$ cat src/rtl/logic_op_pkg.sv
// Shared types and the bitwise operation evaluator for the ALU logic group.
// The evaluator works on a fixed maximum width; callers zero-extend and slice.
package logic_op_pkg;

  localparam int OP_WIDTH          = 3;
  localparam int MAX_OPERAND_WIDTH = 64;

  typedef enum logic [OP_WIDTH-1:0] {
    OP_AND  = 3'd0,
    OP_OR   = 3'd1,
    OP_XOR  = 3'd2,
    OP_XNOR = 3'd3,
    OP_NAND = 3'd4,
    OP_NOR  = 3'd5,
    OP_ANDN = 3'd6,
    OP_NOT  = 3'd7
  } op_e;

  typedef logic [MAX_OPERAND_WIDTH-1:0] operand_t;

  function automatic operand_t logic_op_eval(op_e op, operand_t lhs, operand_t rhs);
    operand_t res;
    case (op)
      OP_AND:  res = lhs & rhs;
      OP_OR:   res = lhs | rhs;
      OP_XOR:  res = lhs ^ rhs;
      OP_XNOR: res = ~(lhs ^ rhs);
      OP_NAND: res = ~(lhs & rhs);
      OP_NOR:  res = ~(lhs | rhs);
      OP_ANDN: res = lhs & ~rhs;
      default: res = ~lhs;
    endcase
    return res;
  endfunction

endpackage

$ cat src/rtl/logic_op_stage.sv
// One elastic register slice: holds a valid bit and a payload, ready flows
// combinationally upstream so a downstream drain frees this slot in the same cycle.
module logic_op_stage #(
  parameter int WIDTH = 1
) (
  input  logic             clk,
  input  logic             rst,
  input  logic             up_valid,
  output logic             up_ready,
  input  logic [WIDTH-1:0] up_data,
  output logic             down_valid,
  input  logic             down_ready,
  output logic [WIDTH-1:0] down_data
);

  logic             valid_q;
  logic [WIDTH-1:0] data_q;

  assign up_ready   = !valid_q || down_ready;
  assign down_valid = valid_q;
  assign down_data  = data_q;

  // Payload only loads on an actual transfer to keep data lines quiet.
  always_ff @(posedge clk) begin
    if (rst) begin
      valid_q <= 1'b0;
      data_q  <= '0;
    end else if (up_ready) begin
      valid_q <= up_valid;
      if (up_valid) data_q <= up_data;
    end
  end

endmodule

$ cat src/rtl/logic_op_pipe.sv
// Pipelined bitwise logic unit: evaluates one of eight ops on entry, then carries
// {result, tag} through STAGES elastic slices with full back-pressure.
module logic_op_pipe
  import logic_op_pkg::*;
#(
  parameter int OPERAND_WIDTH = 32,
  parameter int STAGES        = 2,
  parameter int TAG_WIDTH     = 4
) (
  input  logic                         clk,
  input  logic                         rst,
  input  logic                         in_valid,
  output logic                         in_ready,
  input  logic [OP_WIDTH-1:0]          in_op,
  input  logic [OPERAND_WIDTH-1:0]     in_lhs,
  input  logic [OPERAND_WIDTH-1:0]     in_rhs,
  input  logic [TAG_WIDTH-1:0]         in_tag,
  output logic                         out_valid,
  input  logic                         out_ready,
  output logic [OPERAND_WIDTH-1:0]     out_result,
  output logic                         out_zero,
  output logic                         out_parity,
  output logic [TAG_WIDTH-1:0]         out_tag,
  output logic [$clog2(STAGES+1)-1:0]  occupancy
);

  localparam int PW    = OPERAND_WIDTH + TAG_WIDTH;
  localparam int OCC_W = $clog2(STAGES + 1);

  operand_t                 lhs_ext;
  operand_t                 rhs_ext;
  operand_t                 res_full;
  logic [OPERAND_WIDTH-1:0] eval_result;

  always_comb begin
    lhs_ext = '0;
    rhs_ext = '0;
    lhs_ext[OPERAND_WIDTH-1:0] = in_lhs;
    rhs_ext[OPERAND_WIDTH-1:0] = in_rhs;
    res_full    = logic_op_eval(op_e'(in_op), lhs_ext, rhs_ext);
    eval_result = res_full[OPERAND_WIDTH-1:0];
  end

  generate
    if (OPERAND_WIDTH < MAX_OPERAND_WIDTH) begin : g_hi
      logic unused_res_hi;
      assign unused_res_hi = ^res_full[MAX_OPERAND_WIDTH-1:OPERAND_WIDTH];
    end
  endgenerate

  // Index k is the input side of stage k; index STAGES is the pipe output.
  logic [STAGES:0] st_valid;
  logic [STAGES:0] st_ready;
  logic [PW-1:0]   st_data [STAGES+1];

  assign st_valid[0]      = in_valid;
  assign st_data[0]       = {eval_result, in_tag};
  assign st_ready[STAGES] = out_ready;

  for (genvar k = 0; k < STAGES; k++) begin : g_stage
    logic_op_stage #(.WIDTH(PW)) u_stage (
      .clk        (clk),
      .rst        (rst),
      .up_valid   (st_valid[k]),
      .up_ready   (st_ready[k]),
      .up_data    (st_data[k]),
      .down_valid (st_valid[k+1]),
      .down_ready (st_ready[k+1]),
      .down_data  (st_data[k+1])
    );
  end

  assign in_ready  = st_ready[0] && !rst;
  assign out_valid = st_valid[STAGES];
  assign {out_result, out_tag} = st_data[STAGES];
  assign out_zero   = ~|out_result;
  assign out_parity = ^out_result;

  always_comb begin
    occupancy = '0;
    for (int k = 1; k <= STAGES; k++) begin
      occupancy = occupancy + OCC_W'(st_valid[k]);
    end
  end

endmodule

$ cat config.mk
export PLATFORM = sky130hd
export DESIGN_NAME = logic_op_pipe
export DESIGN_NICKNAME = d
export VERILOG_FILES = /design/src/rtl/logic_op_pkg.sv /design/src/rtl/logic_op_stage.sv /design/src/rtl/logic_op_pipe.sv
export SDC_FILE = /design/constraint.sdc
export NUM_CORES = 1
export LEC_CHECK = 0
export ABC_CLOCK_PERIOD_IN_PS = 2800
export CAP_MARGIN = 20
export CELL_PAD_IN_SITES_DETAIL_PLACEMENT = 1
export CELL_PAD_IN_SITES_GLOBAL_PLACEMENT = 2
export CORE_ASPECT_RATIO = 1.5
export CORE_MARGIN = 2
export CORE_UTILIZATION = 32
export DETAILED_ROUTE_END_ITERATION = 6
export GPL_TIMING_DRIVEN = 0
export PLACE_DENSITY = 0.9
export SYNTH_ARGS = -nofsm -noshare
export SYNTH_HDL_FRONTEND = slang
export SYNTH_SLANG_ARGS = --single-unit
export TNS_END_PERCENT = 100
$ cat constraint.sdc
create_clock -name clk -period 2.8 [get_ports clk]
set_input_delay 0.42 -clock clk [delete_from_list [all_inputs] [get_ports clk]]
set_output_delay 0.42 -clock clk [all_outputs]
set_load 0.005 [all_outputs]
==> results.md, run 1 <==
* Routed Wire Length at 21300 um
* CP Class: in -> reg
* Final hold vios at 0
* Crit path launch type: primary input
* Site Rows at 63
* Slew Viols, Final at 0
* Post-synth EDFFs at 0
* Maximum vdd drop at 0.302 mV
* DRC at 0
* Area share of the largest cell type after synthesis at approximately 23%
* Placed wire-length estimate at roughly 17000 um
* CP Capture Type: register
* Final core occ at a little over two fifths
* Avg Cell Area, Syn at 8.14 um^2
* Area growth, synth to finish at 27.9%
* Leak pwr at approximately 3.6 nW
* RSZ-0062 raised after global routing: no
* Routed vias at 6055
* Area contributors post-synth: dfxtp_1 (23%), ha_1 (22%), nand2_1 (8.1%), inv_1 (5.7%), a32o_1 (4.9%)
* Cell taking the most area after synthesis: dfxtp_1
* Type of the tightest min-delay check: reg -> reg
* Beginning of the worst hold path: g_stage[1].u_stage.down_data[0]
* Reg clk slew, reported paths at 0.06 ns
* TritonCTS clock tree: done
* Final setup viols at 0
* Status: completed
* Fin area at about 8300 um^2
* Worst Path Required at slightly above 3 ns
* Min cycle time layout at 2.53 ns
* N_diodes at 0
* Max cap viols at 0
* Async S/R FF share, synth at 0%
* Synth cell count leaders: nand2_1 (140), ha_1 (113), inv_1 (99), dfxtp_1 (74), a21oi_1 (45)
* Hold WS at 0.455 ns
* Initial antenna violation count at 0
* 1st-iter DRT viols at 325
* Seq/Total Area, Yosys at 22.7%
* Io pins at roughly 120
* Layout Nets at 1112
* Post-Synthesis Cells at 800
* Die W at 120 um
* Drt first pass iters at 4
* Max clock buf depth at 2
* Grt total ovfl at 0
* Endpoint, Worst Hold: g_stage[1].u_stage.down_data[0]
* WP data arrival at 2.80 ns
* Distinct cells, synth at 38
* R2r worst-path depth at 4
* Most frequent cell after synthesis: nand2_1
* Vias in the first global route at 6392
* TritonCTS Buffers at 9
* Slew @ Worst Pin at 1.01 ns
* Worst rel slew slack at 32.0%
* R2r setup slk at 0.55 ns
* Post-Syn Area at around 6500 um^2
* H-tree depth at 3
* WL per Instance at roughly 18 um
* Flops & latches, synth at 74
* PortBufs at around 110
* Prevailing post-synth register cell: dfxtp_1
* Hold path cells at 2
* Area post-placement at approximately 8000 um^2
* Die Y-Extent at approximately 180 um
* Worst skew pair latency at around 0.34 ns
* Root buf cell: clkbuf_16
* Routed Antenna Nets at 0
* First-pass GRT wire length at about 34000 um
* Via/cell ratio at 5.09
* Core Area at ~20000 um^2
* Maximum fanout along the worst path at 10
* Final cycle utilization of the critical path at 90.3%
* Num Clock Sinks at 74
* Setup bufs post-CTS at 0
* Syn. warnings at 0
* Post-CTS Hold Buffers at 0
* Worst flop-to-flop path endpoint: g_stage[0].u_stage.down_data[5]
* Skew final at roughly 0.0048 ns
* Total track usage at 20.0%
* PD cells at 391 nW/um^2
* Largest net degree at the start of global routing at 13
* Critical R2R Launch: g_stage[0].u_stage.down_valid
* Mapped Nets at 988
* Initial core utilization at around 33%
* Fmax at 395 MHz
* Layout cells sized above 1 at ~4.6%
* GPL Wtd Cong at 0.868
* Die Area at 21500 um^2
==> flip-flops by register name, indices dropped and copies added, names as in the netlist <==
name	cells
g_stage.u_stage.down_valid	2
g_stage.u_stage.down_data	72
==> kinds of logic (layout without fill, tap and decap cells) <==
group,after synthesis,after routing,synth area share [%]
and+or+nand+nor,221,221,16.3
adders and majority gates,113,113,21.7
xor gates and xnor gates,15,15,2.02
muxes,34,34,5.97
DFF,74,74,22.7
buffers and inverters,157,286,9.64
AOI/OAI and AO/OA,186,186,21.6
==> metrics by stage <==
stage / setup slack, ns / cells / setup TNS (ns) / total power [mW]
floorplan: 1.03 / 800 / 0 / 1.68
global placement: -0.0178 / 1173 / -0.236 / 2.05
global route: 0.154 / 1189 / 0 / 3.43
finish: 0.271 / 1189 / 0 / 3.26
CTS: 0.00771 / 1189 / 0 / 3.28
detailed placement: -0.0733 / 1173 / -0.950 / 2.07
==> repair_timing <==
action                     CTS  global route
gates resized for setup      1             8
setup endpoints to repair    1             1
pin swaps                    1             3
==> where the power goes <==
part           total (mW)  leakage (nW)  internal, mW  switching, mW
clock                1.20         0.145         0.738          0.460
sequential           1.16         0.605          1.11         0.0447
combinational       0.908          2.83         0.442          0.466
==> final cells by class <==
type	count	area, um^2
Buffer	58	256
Clock buffer	12	256
Clock inverter	4	50.0
Fill cell	2406	11500
Inverter	99	372
Multi-Input combinational cell	569	4460
Sequential cell	74	1480
Tap cell	260	325
Timing Repair Buffer	113	1130
==> cell usage in the layout, fill, tap and decap left out, drive strengths merged, types with 18 or more instances in the layout <==
cell type,count
dfxtp,74
a21oi,45
nand2b,35
clkdlybuf4s50,112
mux2i,28
o31ai,27
buf,18
o221ai,27
nand2,140
a32o,32
clkbuf,52
a21boi,18
inv,99
ha,113
==> worst max-delay path, cell delays in order <==
cell and delay, ns:
clkdlybuf4s50_1 0.61, inv_1 0.10, nor3_1 0.83, clkbuf_1 0.57
a32o_1 0.28
==> how the worst max path moves through the flow <==
stage                                startpoint                               end  slack [ns]
3_5_place_dp                           in_valid   g_stage[0].u_stage.down_data[5]       -0.07
4_1_cts        g_stage[1].u_stage.down_data[16]                        out_parity       0.008
2_1_floorplan                        in_lhs[30]  g_stage[0].u_stage.down_data[34]        1.03
3_3_place_gp                           in_valid  g_stage[0].u_stage.down_data[24]       -0.02
5_1_grt                                in_valid  g_stage[0].u_stage.down_data[34]        0.15
6_report                               in_valid   g_stage[0].u_stage.down_data[5]        0.27
==> routing by layer <==
layer | global-route usage, % | vias to the layer above | share of wire (%)
met3 | 2.16 | 22 | 3.6
met1 | 22.7 | 2904 | 41
li1 | - | 3004 | -
met2 | 38.8 | 125 | 54
met4 | 5.67 | 0 | 1.8
met5 | 0 | - | 0
(Power assumes the default switching activity.)
==> inputs of run 2 (changes only) <==
SETUP_SLACK_MARGIN = 0.05   (was default)
==> run 2 against run 1 <==
Against the previous run:
- via count is 0.30% higher
- clock power about the same
- sequential cell count is the same
- global-route usage about the same
- total power is 0.38% lower
- non-clock buffer count unchanged
- wire length decreased by 0.23%
==> results.md, run 2 (synthesized netlist as in run 1, its figures left out) <==
* Endpoint, Worst Hold: g_stage[1].u_stage.down_data[1] (was g_stage[1].u_stage.down_data[0])
* Drt first pass iters at 5 (was 4)
* H-tree depth at 3 (unchanged)
* Slowest stage delay, CP at 0.84 ns (was 0.83 ns)
* Site Rows at 63 (unchanged)
* Layout cells sized above 1 at 4.31% (was 4.63%)
* R2r worst-path depth at 4 (unchanged)
* Beginning of the worst hold path: g_stage[1].u_stage.down_data[1] (was g_stage[1].u_stage.down_data[0])
* N_diodes at 0 (unchanged)
* Met3 routed WL at 691 um (was 766 um)
* Critical R2R Launch: g_stage[0].u_stage.down_valid (unchanged)
* Max cap viols at 0 (unchanged)
* Core Area at 19900 um^2 (unchanged)
* Routed vias at 6073 (was 6055)
* Die Area at 21500 um^2 (unchanged)
* Hold path cells at 2 (unchanged)
* Fillcell total at 2409 (was 2406)
* TritonCTS clock tree: done (unchanged)
* Most frequent cells in the layout: nand2_1 (140), ha_1 (113), clkdlybuf4s50_1 (112) (unchanged)
* PortBufs at 113 (unchanged)
* Fmax at 395 MHz (about the same)
* Max layer used: met4 (unchanged)
* Crit path launch type: primary input (unchanged)
* CP Capture Type: register (unchanged)
* Num Clock Sinks at 74 (unchanged)
* Placed wire-length estimate at 16800 um (unchanged)
* Routed Wire Length at 21300 um (about the same)
* Largest net degree at the start of global routing at 13 (unchanged)
* Skew final at 0.00377 ns (was 0.00475 ns)
* Met2 Wirelength at 11300 um (was 11400 um)
* DRC at 0 (unchanged)
* Status: completed (unchanged)
* Setup bufs post-CTS at 0 (unchanged)
* Post-CTS Hold Buffers at 0 (unchanged)
* Commonest non-fill, non-tap cell in the layout: nand2_1 (unchanged)
* Via/cell ratio at 5.11 (was 5.09)
* Vias in the first global route at 6384 (was 6392)
* Final setup viols at 0 (unchanged)
* Worst flop-to-flop path endpoint: g_stage[0].u_stage.down_data[26] (was g_stage[0].u_stage.down_data[5])
* Routed Antenna Nets at 0 (unchanged)
* Final cycle utilization of the critical path at 90.5% (was 90.3%)
* Worst-path cell chain: clkdlybuf4s50_1 -> inv_1 -> nor3_1 -> clkbuf_1 -> a32o_1 (unchanged)
* Die Y-Extent at 179 um (unchanged)
* Maximum fanout along the worst path at 10 (unchanged)
* WL per Instance at 17.9 um (about the same)
* Worst rel slew slack at 31.4% (was 32.0%)
* Total track usage at 20.0% (about the same)
* RSZ-0062 raised after global routing: no (unchanged)
* Die W at 120 um (unchanged)
* Root buf cell: clkbuf_16 (unchanged)
* GPL Wtd Cong at 0.868 (unchanged)
* R2r setup slk at 0.54 ns (was 0.55 ns)
* PD cells at 391 nW/um^2 (about the same)
* TritonCTS Buffers at 9 (unchanged)
* Initial core utilization at 32.8% (unchanged)
* Area growth, synth to finish at 27.4% (was 27.9%)
* Worst skew pair latency at 0.34 ns (about the same)
* Max clock buf depth at 2 (unchanged)
* Leak pwr at 3.56 nW (was 3.58 nW)
* Setup crit start: in_valid (unchanged)
* Max reg flops at 72 (unchanged)
* Slew Viols, Final at 0 (unchanged)
* Reg clk slew, reported paths at 0.06 ns (about the same)
* CP Class: in -> reg (unchanged)
* Io pins at 117 (unchanged)
* Final hold vios at 0 (unchanged)
* Initial antenna violation count at 0 (unchanged)
* Min cycle time layout at 2.53 ns (about the same)
* Maximum vdd drop at 0.303 mV (was 0.302 mV)
* Worst Path Required at 3.07 ns (was 3.08 ns)
* WP data arrival at 2.81 ns (was 2.80 ns)
* Type of the tightest min-delay check: reg -> reg (unchanged)
* 1st-iter DRT viols at 340 (was 325)
* Slew @ Worst Pin at 1.02 ns (was 1.01 ns)
* First-pass GRT wire length at 33500 um (about the same)
* Setup_tns at 0 ns (unchanged)
* Met1 Routed Length at 8820 um (was 8750 um)
* Slowest CP cell: nor3_1 (unchanged)
* PnR Total Power at 3.25 mW (was 3.26 mW)
* Layout Nets at 1112 (unchanged)
* Grt total ovfl at 0 (unchanged)
## run 2: changes by cell type in the layout (fill, tap and decap cells not counted)
| cell | delta |
|---|---|
| dlymetal6s2s_1 | -1 |
| xnor2_2 | -4 |
| dlygate4sd2_1 | +1 |
| dfxtp_2 | +1 |
| dfxtp_1 | -1 |
| xnor2_1 | +4 |
## run 2: how the worst max path moves through the flow
stage          cells after the start                          endpoint  slack [ns]
2_1_floorplan                      5  g_stage[0].u_stage.down_data[34]        1.03
3_3_place_gp                       5  g_stage[0].u_stage.down_data[24]       -0.02
3_5_place_dp                       5   g_stage[0].u_stage.down_data[5]       -0.07
4_1_cts                            5   g_stage[0].u_stage.down_data[5]        0.28
5_1_grt                            5  g_stage[0].u_stage.down_data[34]        0.15
6_report                           5  g_stage[0].u_stage.down_data[26]        0.27
## run 2: what timing repair did
item	CTS	global route
hold endpoints to repair	0	0
setup endpoints to repair	1	0
gates resized for setup	6	0
## run 2: worst max-delay path, delay by kind of cell
| kind | cells | cell delay [ns] |
|---|---|---|
| buf+inv | 3 | 1.28 |
| simple gates | 1 | 0.84 |
| compound gates | 1 | 0.27 |
## run 2: metal layers
metal / vias up / track usage [%]
met2: 129 / 38.8
met4: 0 / 5.67
met5: - / 0
met1: 2909 / 22.7
li1: 3007 / -
met3: 28 / 2.16
## run 2: layout make-up
class / count / area (um^2) / share of cell area [%]
clock buffers: 12 / 256 / 3.09
multi-input cells: 569 / 4430 / 53.3
plain buffers: 58 / 256 / 3.09
well taps: 260 / 325 / 3.92
repair buffers: 113 / 1130 / 13.6
clock inverters: 4 / 50.0 / 0.603
flip-flops and latches: 74 / 1480 / 17.9
inverters: 99 / 372 / 4.48
## run 2: where the power goes
part	internal [mW]	leakage (nW)	switching, mW	total (mW)
Combinational	0.432	2.81	0.461	0.893
Sequential	1.11	0.605	0.0450	1.16
Clock	0.738	0.145	0.461	1.20
## run 2: through the flow
stage	cells	cell area (um^2)	util, %	worst slack, ns	hold slack (ns)
2_1_floorplan	800	6510	-	1.03	0.431
3_3_place_gp	1173	7970	40.1	-0.0178	0.443
3_5_place_dp	1173	7970	40.1	-0.0733	0.448
4_1_cts	1189	8300	41.8	0.281	0.452
5_1_grt	1189	8300	41.8	0.154	0.470
6_report	1189	8300	41.8	0.265	0.455
